## config.mk

```make
export PLATFORM = sky130hd
export DESIGN_NAME = ysyx_22050535_ctrl_fsm
export DESIGN_NICKNAME = d
export VERILOG_FILES = /design/src/rtl/ysyx_22050535_ctrl_fsm_pkg.sv /design/src/rtl/ysyx_22050535_ctrl_fsm_opc_class.sv /design/src/rtl/ysyx_22050535_ctrl_fsm.sv
export SDC_FILE = /design/constraint.sdc
export NUM_CORES = 1
export LEC_CHECK = 0
export BUFFER_PORTS_ARGS = -buffer_cell sky130_fd_sc_hd__buf_4
export CAP_MARGIN = 20
export CORE_MARGIN = 4
export CORE_UTILIZATION = 45
export CTS_BUF_LIST = sky130_fd_sc_hd__clkbuf_2 sky130_fd_sc_hd__clkbuf_4 sky130_fd_sc_hd__clkbuf_8
export CTS_CLUSTER_DIAMETER = 80
export DETAILED_ROUTE_END_ITERATION = 8
export GPL_TIMING_DRIVEN = 0
export PLACE_DENSITY = 0.78
export SLEW_MARGIN = 10
export SYNTH_ARGS = -nofsm -noshare
export SYNTH_HDL_FRONTEND = slang
export SYNTH_SLANG_ARGS = --single-unit
```

## constraint.sdc

```tcl
create_clock -name clk -period 1.85 [get_ports clk]
set_input_delay 0.37 -clock clk [delete_from_list [all_inputs] [get_ports clk]]
set_output_delay 0.37 -clock clk [all_outputs]
set_load 0.005 [all_outputs]
```

## src/rtl/ysyx_22050535_ctrl_fsm_pkg.sv

```systemverilog
// Shared definitions for the RV32E multi-cycle sequencer: opcode constants,
// sequencer states, the ebreak encoding and the default reset PC.
package ysyx_22050535_ctrl_fsm_pkg;

   localparam logic [6:0] OPC_LUI    = 7'b0110111;
   localparam logic [6:0] OPC_AUIPC  = 7'b0010111;
   localparam logic [6:0] OPC_JAL    = 7'b1101111;
   localparam logic [6:0] OPC_JALR   = 7'b1100111;
   localparam logic [6:0] OPC_BRANCH = 7'b1100011;
   localparam logic [6:0] OPC_LOAD   = 7'b0000011;
   localparam logic [6:0] OPC_STORE  = 7'b0100011;
   localparam logic [6:0] OPC_OP_IMM = 7'b0010011;
   localparam logic [6:0] OPC_OP     = 7'b0110011;
   localparam logic [6:0] OPC_SYSTEM = 7'b1110011;

   // inst[31:7] of ebreak; every other SYSTEM encoding stops the core as illegal
   localparam logic [24:0] EBREAK_HI = 25'h0002000;

   localparam logic [31:0] RESET_PC_DEFAULT = 32'h8000_0000;

   typedef enum logic [2:0] {
      ST_FETCH  = 3'd0,
      ST_IWAIT  = 3'd1,
      ST_DECODE = 3'd2,
      ST_EXEC   = 3'd3,
      ST_MEM    = 3'd4,
      ST_MWAIT  = 3'd5,
      ST_WB     = 3'd6,
      ST_HALT   = 3'd7
   } state_t;

endpackage

```

## src/rtl/ysyx_22050535_ctrl_fsm_opc_class.sv

```systemverilog
// Opcode classifier: tells the sequencer whether an opcode is one the core
// implements, whether it touches data memory, and whether it writes rd.
module ysyx_22050535_opc_class
   import ysyx_22050535_ctrl_fsm_pkg::*;
(
   input  logic [6:0] opcode,
   output logic       legal,
   output logic       is_load,
   output logic       is_store,
   output logic       writes_rd
);

   // Table lookup; SYSTEM is legal but never reaches writeback, so writes_rd stays 0
   always_comb begin
      legal     = 1'b0;
      is_load   = 1'b0;
      is_store  = 1'b0;
      writes_rd = 1'b0;
      case (opcode)
         OPC_LUI, OPC_AUIPC, OPC_JAL, OPC_JALR, OPC_OP_IMM, OPC_OP: begin
            legal     = 1'b1;
            writes_rd = 1'b1;
         end
         OPC_LOAD: begin
            legal     = 1'b1;
            is_load   = 1'b1;
            writes_rd = 1'b1;
         end
         OPC_STORE: begin
            legal    = 1'b1;
            is_store = 1'b1;
         end
         OPC_BRANCH, OPC_SYSTEM: begin
            legal = 1'b1;
         end
         default: begin
         end
      endcase
   end

endmodule

```

## src/rtl/ysyx_22050535_ctrl_fsm.sv

```systemverilog
// Multi-cycle sequencer for the RV32E core: fetch, decode classification,
// execute/memory/writeback stepping, PC and retired-instruction bookkeeping,
// and the sticky halt/illegal status seen by the simulation harness.
//
// state  | meaning
// -------+------------------------------------------------------------
// FETCH  | imem request presented at pc, waiting for acceptance
// IWAIT  | request accepted, waiting for the instruction word
// DECODE | classify opcode: run it, or stop (ebreak / illegal)
// EXEC   | one settle cycle for the execute unit
// MEM    | data-memory request held until accepted
// MWAIT  | load accepted, waiting for the load data
// WB     | rd write, pc update, retire; misaligned target stops the core
// HALT   | core stopped until reset
module ysyx_22050535_ctrl_fsm
   import ysyx_22050535_ctrl_fsm_pkg::*;
#(
   parameter int                    DATA_WIDTH = 32,
   parameter int                    INST_WIDTH = 32,
   parameter logic [DATA_WIDTH-1:0] RESET_PC   = RESET_PC_DEFAULT
) (
   input  logic                  clk,
   input  logic                  rst,
   output logic                  imem_req_valid,
   input  logic                  imem_req_ready,
   output logic [DATA_WIDTH-1:0] imem_addr,
   input  logic                  imem_rsp_valid,
   input  logic [INST_WIDTH-1:0] imem_rsp_data,
   output logic [INST_WIDTH-1:0] inst,
   input  logic [6:0]            opcode,
   input  logic [DATA_WIDTH-1:0] exu_next_pc,
   output logic                  dmem_req_valid,
   input  logic                  dmem_req_ready,
   output logic                  dmem_req_we,
   input  logic                  dmem_rsp_valid,
   output logic                  rf_we,
   output logic [DATA_WIDTH-1:0] pc,
   output logic [31:0]           instret,
   output logic                  halt,
   output logic                  illegal
);

   state_t state, state_d;

   logic                  legal, is_load, is_store, writes_rd;
   logic                  inst_we, pc_we, retire, enter_halt, set_illegal;
   logic [DATA_WIDTH-1:0] pc_q;
   logic [INST_WIDTH-1:0] inst_q;
   logic [31:0]           instret_q;
   logic                  halt_q, illegal_q;

   ysyx_22050535_opc_class u_opc_class (
      .opcode    (opcode),
      .legal     (legal),
      .is_load   (is_load),
      .is_store  (is_store),
      .writes_rd (writes_rd)
   );

   // Next-state and Moore request outputs; rf_we only ever rises in WB
   always_comb begin
      state_d        = state;
      imem_req_valid = 1'b0;
      dmem_req_valid = 1'b0;
      dmem_req_we    = 1'b0;
      rf_we          = 1'b0;
      inst_we        = 1'b0;
      pc_we          = 1'b0;
      retire         = 1'b0;
      enter_halt     = 1'b0;
      set_illegal    = 1'b0;
      case (state)
         ST_FETCH: begin
            imem_req_valid = 1'b1;
            if (imem_req_ready) state_d = ST_IWAIT;
         end
         ST_IWAIT: begin
            if (imem_rsp_valid) begin
               inst_we = 1'b1;
               state_d = ST_DECODE;
            end
         end
         ST_DECODE: begin
            if (opcode == OPC_SYSTEM) begin
               enter_halt  = 1'b1;
               set_illegal = (inst_q[31:7] != EBREAK_HI);
               state_d     = ST_HALT;
            end else if (!legal) begin
               enter_halt  = 1'b1;
               set_illegal = 1'b1;
               state_d     = ST_HALT;
            end else begin
               state_d = ST_EXEC;
            end
         end
         ST_EXEC: begin
            state_d = (is_load || is_store) ? ST_MEM : ST_WB;
         end
         ST_MEM: begin
            dmem_req_valid = 1'b1;
            dmem_req_we    = is_store;
            if (dmem_req_ready) state_d = is_store ? ST_WB : ST_MWAIT;
         end
         ST_MWAIT: begin
            if (dmem_rsp_valid) state_d = ST_WB;
         end
         ST_WB: begin
            rf_we  = writes_rd && (inst_q[11:7] != 5'd0);
            retire = 1'b1;
            if (exu_next_pc[1:0] != 2'b00) begin
               enter_halt  = 1'b1;
               set_illegal = 1'b1;
               state_d     = ST_HALT;
            end else begin
               pc_we   = 1'b1;
               state_d = ST_FETCH;
            end
         end
         ST_HALT: begin
         end
         default: state_d = ST_FETCH;
      endcase
   end

   // State, PC, instruction latch, retire counter and sticky status
   always_ff @(posedge clk) begin
      if (rst) begin
         state     <= ST_FETCH;
         pc_q      <= RESET_PC;
         inst_q    <= '0;
         instret_q <= '0;
         halt_q    <= 1'b0;
         illegal_q <= 1'b0;
      end else begin
         state <= state_d;
         if (inst_we)     inst_q    <= imem_rsp_data;
         if (pc_we)       pc_q      <= exu_next_pc;
         if (retire)      instret_q <= instret_q + 32'd1;
         if (enter_halt)  halt_q    <= 1'b1;
         if (set_illegal) illegal_q <= 1'b1;
      end
   end

   assign imem_addr = pc_q;
   assign pc        = pc_q;
   assign inst      = inst_q;
   assign instret   = instret_q;
   assign halt      = halt_q;
   assign illegal   = illegal_q;

endmodule

```

* Yosys cells after proc, flatten, opt, wreduce, memory -nomap -nowiden
Index checks and enable logic that the tools add are counted.
** Word-level totals
- Bits in registers :: 101
- Bits of input ports :: 77
- Output and inout bits :: 134
- Logic and storage cells :: 66
** Operators by class
- Add/subtract/negate cells :: 1
- Equal/unequal tests :: 21
- Multiplexer cells :: 29
- Reductions and logical operators :: 9
** Operator list (number)
- adder 32 x 1 -> 32 bit (second input constant) :: 1
- equality test 7 bit (second input constant) :: 4
- != test 25 x 14 -> 1 bit (second input constant) :: 1
- equality test 7 x 6 -> 1 bit (second input constant) :: 3
- two-way mux 3 bit :: 7
- case mux 3 bit (7 select lines) :: 1
- two-way mux 1 bit :: 17
- equality test 7 x 5 -> 1 bit (second input constant) :: 2
- OR reduction 10 bit :: 1
- equality test 3 bit (second input constant) :: 3
- != test 2 bit (second input constant) :: 4
- equality test 7 x 2 -> 1 bit (second input constant) :: 1
- nonzero test 7 bit :: 1
- OR reduction 7 bit :: 1
- equality test 3 x 2 -> 1 bit (second input constant) :: 2
- AND reduction 5 bit :: 1
- nonzero test 5 bit :: 1
- two-way mux 2 bit :: 2
- case mux 1 bit (2 select lines) :: 2
- equality test 3 x 1 -> 1 bit (second input constant) :: 1
- logical NOT 3 bit :: 1
- nonzero test 2 bit :: 1
- logical AND 1 bit :: 1
- logical OR 1 bit :: 1

* Longest topological paths before layout
Gate-level depths: netlist of run 1.
- Depth in word-level cells :: 6
- Gate-level depth with buffers :: 6
- Gate-level depth less buffers :: 5

* By module
A second synthesis of run 1 with hierarchy kept.
** Unflattened totals
- Cell total of the unflattened synthesis :: 549
- Area, all modules :: 4443.0 um^2
** Modules (own cells, without submodules)
- ysyx_22050535_ctrl_fsm :: times used 1, cells an instance 535, area an instance 4356.7 um^2, seq. area each 2021.9 um^2
- ysyx_22050535_opc_class :: times used 1, cells an instance 14, area an instance 86.3 um^2, seq. area each 0.0 um^2

* Worst setup path before layout of run 1
Ideal clock, no wire load.
- Path kind :: reg-to-reg
- From :: register instret_q[0], in the netlist instret[0]
- To :: register instret_q[28], in the netlist instret[28]
- Library setup time :: 70 ps
- Arrival :: 1612 ps
- Required time :: 1780 ps
- Slack :: 168 ps
- Cell stages (with the launch flop) :: 7
- Clock period less this slack :: 1682 ps
- Path through :: dfxtp_1 > ha_1 > and3_1 > nand4_2 > buf_6 > or4_1 > a21oi_1
** Between the ends
- Longest elaborated chain between the ends :: 1
** Ends and longest elaborated chain
- from (decl) :: RTL line ysyx_22050535_ctrl_fsm.sv:49 : logic [31:0] instret_q;
- from (signal assigned) :: RTL line ysyx_22050535_ctrl_fsm.sv:138 : if (retire) instret_q <= instret_q + 32'd1;
- adder 32 x 1 -> 32 bit :: RTL line ysyx_22050535_ctrl_fsm.sv:138
No other way between the ends.
A chain may end at the register's enable or synchronous reset.

* Final worst setup path of run 1
- From :: register state[2]
- To :: output dmem_req_we
** Between the ends
- Longest elaborated chain between the ends :: 2
** Ends and longest elaborated chain
- from (decl) :: RTL line ysyx_22050535_ctrl_fsm.sv:43 : state_t state, state_d;
- from (signal assigned) :: RTL line ysyx_22050535_ctrl_fsm.sv:135 : state <= state_d;
- equality test 3 bit :: RTL line ysyx_22050535_ctrl_fsm.sv:72 : case (state)
- two-way mux 1 bit :: RTL line ysyx_22050535_ctrl_fsm.sv:72
- to (decl) :: RTL line ysyx_22050535_ctrl_fsm.sv:34 : output logic dmem_req_we,
No other way between the ends.

==> results.yml, run 1 <==
status:
  outcome: "finished with violations"
  violations: "setup timing"
clocking:
  clockBufferDepth: 2
  root_buffer: "clkbuf_8"
  htree_num_levels: 3
  path_clk_slew_ns: 0.11
  cts_inserted_buffers: 9
  cts_sinks: 101
  cts_tree: "done"
  insertion_delay_ns: 0.37
  cts-hold-fix-buffers: 0
sta:
  report.final.slew_viol_count: 0
  timing.final.crit_period_ns: 1.95
  setup_viol_count_final: 3
  rsz0062_at_grt: "true"
  tightest_slew_ns: 0.563
  setup_tns_ns: -0.244
  final_hold_viol_count: 0
  fmax_ghz: 0.512
  worst_hold_slack_ns: 0.224
  period_share: 1.06
  clock_skew_ns: 0.0117
  setup_slack_ns: -0.103
  slew_headroom: 0.625
power:
  swShare: 0.248
  power_density_nw_per_um2: 621
  combPwrFrac: 0.104
  intPower_w: 0.00309
  clkPwrFrac: 0.350
  power.switching_w: 0.00102
  p_leak_nw: 2.84
  seq_power_share: 0.546
  peakVddDrop_v: 0.000570
global_routing:
  grt_overflow: 0
  grt_pass1_wl_um: 21400
  grt_max_degree: 18
  grt_pass1_vias: 4606
  track_usage: 0.230
  antenna_found_initial: 0
synthesis:
  ys_warn_count: 0
  synthCells: 560
  synth_edf_count: 0
  yosysSeqAreaShare: 0.450
  synth_cell_types: 49
  yosys-top-cells-area: "dfxtp_1 (45%), nand2_1 (12%), a21oi_1 (8.7%)"
  synth_area_leader_cell: "dfxtp_1"
  syn_nets: 638
  synth_top_area_frac: 0.450
  ys_seq_elements: 101
  syn_area_um2: 4490
  synth_common_cells: "nand2_1 (142), dfxtp_1 (101), a21oi_1 (78)"
  avgSynthCellArea_um2: 8.02
  synthArstFlopShare: 0
  synth_most_common_cell: "nand2_1"
  synthFlopType: "dfxtp_1"
route:
  ant_nets: 0
  drt-total-wl_um: 14100
  num_vias: 4774
  via_per_inst: 5.13
  drc: 0
  drt_pre_antenna_iters: 4
  drtIter0Drc: 171
  routedWlPerCell_um: 15.1
die:
  die_area_um2: 11600
  floorplan.initialDensity: 0.461
  die_y_um: 108
  num_rows: 36
  io_pins: 211
  core_area_um2: 9730
  dieWidth_um: 108
final_layout:
  num_antenna_cells: 0
  final_nets: 871
  area_growth_pct: 47.5
  postLayoutCellArea_um2: 6620
  drive_gt1_frac: 0.402
worst_setup_path:
  crit_path_end_kind: "primary output"
  crit_arrival_ns: 1.58
  crit_path_max_fanout: 4
  path_class: "flip-flop to primary output"
  critical_path_required_ns: 1.48
  start_kind: "flip-flop"
placed_design:
  dpl.hpwl_um: 10700
  postPlaceCellArea_um2: 6230
  port_buffers: 210
  pre_cts_ws_ns: -0.246
  place_congestion: 0.858
hold_path:
  hold_path.class: "primary input to flip-flop"
job:
  maxCapViolCount: 0
[power groups by stage]
stage / combinational, W / clock [W] / sequential [W]
floorplan: 0.000161 / 0 / 0.00229
global route: 0.000471 / 0.00154 / 0.00225
CTS: 0.000424 / 0.00147 / 0.00225
finish: 0.000429 / 0.00144 / 0.00225
global placement: 0.000403 / 0 / 0.00229
detailed placement: 0.000412 / 0 / 0.00230
[layout make-up]
class | count | area, um^2
well taps | 133 | 166
fillers | 849 | 3110
clock buffers | 10 | 131
plain buffers | 64 | 393
inverters | 7 | 26.3
flip-flops and latches | 101 | 2040
multi-input cells | 388 | 2130
clock inverters | 6 | 68.8
repair buffers | 222 | 1670
[worst paths after layout]
path	from	endpoint	slack, ns	cells after the start
worst max-delay path	state[2]$_SDFFE_PP0P_	dmem_req_we	-0.10	3
worst min-delay path	imem_rsp_data[11]	inst[11]$_SDFFE_PP0P_	0.22	3
worst max register to register	state[0]$_SDFFE_PP0P_	instret[31]$_SDFFE_PP0N_	0.05	6
worst min register to register	inst[5]$_SDFFE_PP0P_	inst[5]$_SDFFE_PP0P_	0.46	2
[routing by layer]
metal / wire (um) / GRT usage
met1: 5560 / 0.266
met2: 7170 / 0.392
met3: 1180 / 0.0828
met4: 146 / 0.0766
met5: 0 / 0
[flip-flops by register name, summed over array words and instances (netlist names)]
register and cells:
illegal 1, instret 32, halt 1, inst 32, imem_addr 32, state 3
[layout by cell type (no fill, tap or decap), drive strengths merged, types with 2 or more instances in the layout]
| master | instances |
|---|---|
| xor2 | 5 |
| o31ai | 10 |
| nand2 | 142 |
| or3 | 6 |
| xnor2 | 2 |
| nand3 | 11 |
| nor3b | 4 |
| and4 | 6 |
| nor2b | 11 |
| inv | 10 |
| nor4b | 2 |
| buf | 262 |
| nand4 | 12 |
| nor2 | 27 |
| a21oi | 78 |
| nand4b | 2 |
| clkbuf | 34 |
| nand3b | 3 |
| a211oi | 2 |
| mux2 | 10 |
| o21ai | 6 |
| dfxtp | 101 |
| or4 | 11 |
| and3 | 2 |
| nor3 | 12 |
| nor4 | 7 |
| and2 | 2 |
[critical path, cell delays in order (launching register included)]
cell and delay, ns:
dfxtp_2 0.36, or3b_4 0.41, nor4_4 0.28, buf_4 0.17
[repair_timing]
action,CTS,global route
endpoints found under the setup margin,26,74
setup buffers,7,4
gates cloned,0,1
pin swaps,5,3
resized for setup,12,33
[metrics by stage]
step / power [W] / util / instances
CTS: 0.00414 / 0.670 / 926
finish: 0.00412 / 0.681 / 931
floorplan: 0.00245 / - / 560
global route: 0.00426 / 0.681 / 931
detailed placement: 0.00271 / 0.641 / 903
global placement: 0.00270 / 0.641 / 903
[logic make-up after synthesis]
family | synth area share
simple gates | 0.287
xor+xnor | 0.0137
fa+ha+maj | 0.00279
buf+inv | 0.0897
mux | 0.0273
flops | 0.450
compound gates | 0.129
No activity file was read; power rests on OpenSTA's default activity.
==> run 2: changes to the inputs <==
- clock period: 1.85 -> 2.4 ns (I/O delays scaled with it)
==> run 2 against run 1 <==
Net effect:
- the flow now finishes without violations
- critical path type unchanged
- sequential share of layout area is 0.64 points higher
- power fell by 23%
- global-route usage decreased by 0.28 points
- critical endpoint unchanged
- flip-flop and latch count unchanged
==> results.yml, run 2 (synthesis gave the netlist of run 1 again) <==
route:
  drc: 0
  drtIter0Drc: 180
  drt-total-wl_um: 13600
  drt_pre_antenna_iters: 6
  num_vias: 4681
  via_per_inst: 5.09
  ant_nets: 0
  routedWlPerCell_um: 14.8
clocking:
  postCtsSetupRepairBufs: 0
  clockBufferDepth: 2
  path_clk_slew_ns: 0.10
  root_buffer: "clkbuf_8"
  cts_inserted_buffers: 9
  insertion_delay_ns: 0.36
  cts_sinks: 101
  post_cts_resize_count: 0
  htree_num_levels: 3
  cts_tree: "done"
  cts-hold-fix-buffers: 0
hold_path:
  hold_path.class: "primary input to flip-flop"
job:
  maxCapViolCount: 0
sta:
  report.final.slew_viol_count: 0
  tightest_slew_ns: 0.727
  slew_headroom: 0.503
  rsz0062_at_grt: "false"
  setup_slack_ns: 0.120
  fmax_ghz: 0.439
  final_hold_viol_count: 0
  clock_skew_ns: 0.0105
  timing.final.crit_period_ns: 2.28
  period_share: 0.950
  setup_tns_ns: 0
  worst_hold_slack_ns: 0.343
  setup_viol_count_final: 0
worst_setup_path:
  crit_arrival_ns: 1.80
  start_kind: "flip-flop"
  crit_path_max_fanout: 5
  path_class: "flip-flop to primary output"
  reg2reg_slack_ns: 0.39
  crit_path_end_kind: "primary output"
  critical_path_required_ns: 1.92
final_layout:
  num_antenna_cells: 0
  drive_gt1_frac: 0.359
  layout_commonest_cell: "buf_4"
  final_nets: 859
  area_growth_pct: 43.3
  postLayoutCellArea_um2: 6430
  layout_common_cells: "buf_4 (242), nand2_1 (142), dfxtp_1 (101)"
global_routing:
  grt_max_degree: 18
  antenna_found_initial: 0
  grt_overflow: 0
  grt_pass1_vias: 4536
  track_usage: 0.227
  grt_pass1_wl_um: 21200
die:
  die_area_um2: 11600
  die_y_um: 108
  num_rows: 36
  io_pins: 211
  floorplan.initialDensity: 0.461
  core_area_um2: 9730
  dieWidth_um: 108
placed_design:
  port_buffers: 210
  dpl.hpwl_um: 10700
  place_congestion: 0.858
  pre_cts_ws_ns: 0.194
  postPlaceCellArea_um2: 6230
status:
  outcome: "completed"
power:
  peakVddDrop_v: 0.000436
  p_leak_nw: 2.74
  power_density_nw_per_um2: 490
run 2: final cells by class:
type,instances,area [um^2]
fillers,873,3300
clock buffers,10,131
well taps,133,166
multi-input cells,388,2060
inverters,7,26.3
clock inverters,6,68.8
repair buffers,210,1580
plain buffers,64,377
flip-flops and latches,101,2020
run 2: critical path: stages (launching register included):
cell	delay [ns]
dfxtp_1	0.38
or3b_2	0.51
nor4_2	0.35
buf_4	0.19
run 2: through the flow:
stage	utilization	std cells	total power (W)
global placement	0.641	903	0.00208
finish	0.661	919	0.00315
global route	0.661	919	0.00327
detailed placement	0.641	903	0.00209
floorplan	-	560	0.00189
CTS	0.661	919	0.00318
run 2: worst paths after layout:
path,depth (start not counted),to,from
setup / recovery,3,dmem_req_we,state[2]$_SDFFE_PP0P_
setup reg to reg,5,instret[29]$_SDFFE_PP0N_,state[1]$_SDFFE_PP0P_
hold / removal,3,inst[5]$_SDFFE_PP0P_,imem_rsp_data[5]
hold reg to reg,2,inst[5]$_SDFFE_PP0P_,inst[5]$_SDFFE_PP0P_
run 2: report_power, final:
part	total [W]	internal (W)	switching [W]
clock network	0.00110	0.000504	0.000600
logic	0.000316	0.000167	0.000150
registers	0.00173	0.00171	0.0000251
total	0.00315	0.00238	0.000775
run 2: layer usage:
layer	track usage	part of all wire	vias to the layer above	wire length, um
met1	0.264	0.39	2173	5360
li1	-	-	2334	-
met5	0	0	-	0
met2	0.387	0.51	160	6870
met3	0.0840	0.089	14	1210
met4	0.0703	0.012	0	161
==> run 3: changes to the inputs <==
- CORE_UTILIZATION: 45 -> 23
- PLACE_DENSITY: 0.78 -> not set
- RECOVER_POWER: not set -> 25
==> run 3 against run 2 <==
Net effect:
- combinational power is essentially flat
- first-iteration DRC count increased by 1.1%
- design area grew 2.2%
- register-to-register slack hardly changed
- critical path depth unchanged
- critical endpoint unchanged
==> results.yml, run 3 (synthesis gave the netlist of run 1 again) <==
status:
  outcome: "completed"
global_routing:
  use_met2: 0.221
  grt_max_degree: 17
  grt_overflow: 0
  antenna_found_initial: 0
  track_usage: 0.134
  grt_pass1_vias: 4450
  grt_busiest_layer: "met2"
  grt_use_met3: 0.0530
  grt_pass1_wl_um: 23500
  grt_use_met1: 0.163
die:
  die_area_um2: 21800
  io_pins: 211
  die_y_um: 148
  num_rows: 50
  dieWidth_um: 148
  floorplan.initialDensity: 0.237
  core_area_um2: 19000
job:
  maxCapViolCount: 0
worst_setup_path:
  max_stage_delay_ns: 0.52
  start_kind: "flip-flop"
  cp_num_buf_inv: 1
  reg2reg_from: "state[2]$_SDFFE_PP0P_"
  r2r_end: "instret[29]$_SDFFE_PP0N_"
  critical_path_required_ns: 1.92
  worstRegToRegCells: 5
  path_class: "flip-flop to primary output"
  crit_chain: "or3b_2, nor4_4, buf_4"
  crit_arrival_ns: 1.81
  reg2reg_slack_ns: 0.38
  crit_path_max_fanout: 5
  crit_path_end_kind: "primary output"
  slowest_stage: "or3b_2"
  cp_top_family: "simple AND/OR/NAND/NOR gates"
placed_design:
  postPlaceCellArea_um2: 6390
  pre_cts_ws_ns: 0.00127
  port_buffers: 210
  place_congestion: 0.758
  dpl.hpwl_um: 11700
final_layout:
  final_nets: 859
  postLayoutCellArea_um2: 6570
  fillers: 2016
  area_growth_pct: 46.4
  num_antenna_cells: 0
  drive_gt1_frac: 0.341
  post-route-util: 0.347
  layout_common_cells: "buf_4 (184), nand2_1 (142), dfxtp_1 (101)"
  layout_commonest_cell: "buf_4"
route:
  num_vias: 4595
  drt-total-wl_um: 15000
  drc: 0
  ant_nets: 0
  via_per_inst: 4.40
  drt_pre_antenna_iters: 4
  routedWlPerCell_um: 14.3
  drtIter0Drc: 182
sta:
  tightest_slew_ns: 0.646
  clock_skew_ns: 0.0151
  slew_headroom: 0.558
  timing.final.crit_period_ns: 2.29
  report.final.slew_viol_count: 0
  setup_slack_ns: 0.111
  period_share: 0.954
  setup_tns_ns: 0
  fmax_ghz: 0.437
  final_hold_viol_count: 0
  rsz0062_at_grt: "false"
  setup_viol_count_final: 0
clocking:
  cts_sinks: 101
  cts-hold-fix-buffers: 0
  clockBufferDepth: 2
  htree_num_levels: 3
  cts_tree: "done"
  cts_inserted_buffers: 9
  root_buffer: "clkbuf_8"
  insertion_delay_ns: 0.38
  path_clk_slew_ns: 0.09
  postCtsSetupRepairBufs: 0
power:
  p_leak_nw: 2.68
  power_density_nw_per_um2: 501
  finalPower_w: 0.00329
  peakVddDrop_v: 0.000293
hold_path:
  worstHoldStart: "exu_next_pc[31]"
  hold_path.class: "primary input to flip-flop"
  min_to: "imem_addr[31]$_SDFFE_PP1P_"
  worstHoldPathCells: 3
## run 3: final cells by class
class                      instances  area [um^2]  share of cell area
multi-input combinational        388         2070               0.315
sequential                       101         2020               0.308
timing repair buffer             210         1530               0.232
buffer                            64          377              0.0573
tap                              260          325              0.0495
clock buffer                      10          138              0.0209
clock inverter                     5         82.6              0.0126
inverter                           7         26.3             0.00400
## run 3: layer usage
metal,share of wire,vias to the layer above,wire (um)
li1,-,2335,-
met4,0.010,0,157
met5,0,-,0
met3,0.087,11,1300
met1,0.42,2109,6310
met2,0.48,140,7190
## run 3: timing repair
item,in CTS,in global routing
endpoints found under the setup margin,1,0
resized for setup,1,0
hold endpoints to repair,0,0
## run 3: tightest hold or removal path, cell delays in order
cell and delay [ns]:
buf_4 0.08, nand2_1 0.04, nand3b_1 0.06
## run 3: worst max-delay path by stage
stage,start,endpoint,slack [ns],depth (start not counted)
detailed placement,rst,instret[20]$_SDFFE_PP0N_,0.001,5
global route,state[2]$_SDFFE_PP0P_,dmem_req_we,0.004,3
global placement,rst,imem_addr[5]$_SDFFE_PP0P_,0.02,5
finish,state[2]$_SDFFE_PP0P_,dmem_req_we,0.11,3
floorplan,instret[0]$_SDFFE_PP0N_,instret[28]$_SDFFE_PP0N_,0.72,6
CTS,state[2]$_SDFFE_PP0P_,dmem_req_we,0.05,3
## run 3: through the flow
stage,hold WS [ns],instances
after floorplan,0.453,560
after global placement,0.444,1030
after detailed placement,0.450,1030
after CTS,0.286,1045
after global routing,0.306,1045
final,0.316,1045
## run 3: power breakdown
group	switching, W	leakage (nW)	total [W]	internal, W
logic	0.000154	1.75	0.000313	0.000159
registers	0.0000240	0.816	0.00173	0.00171
clock network	0.000628	0.113	0.00125	0.000617
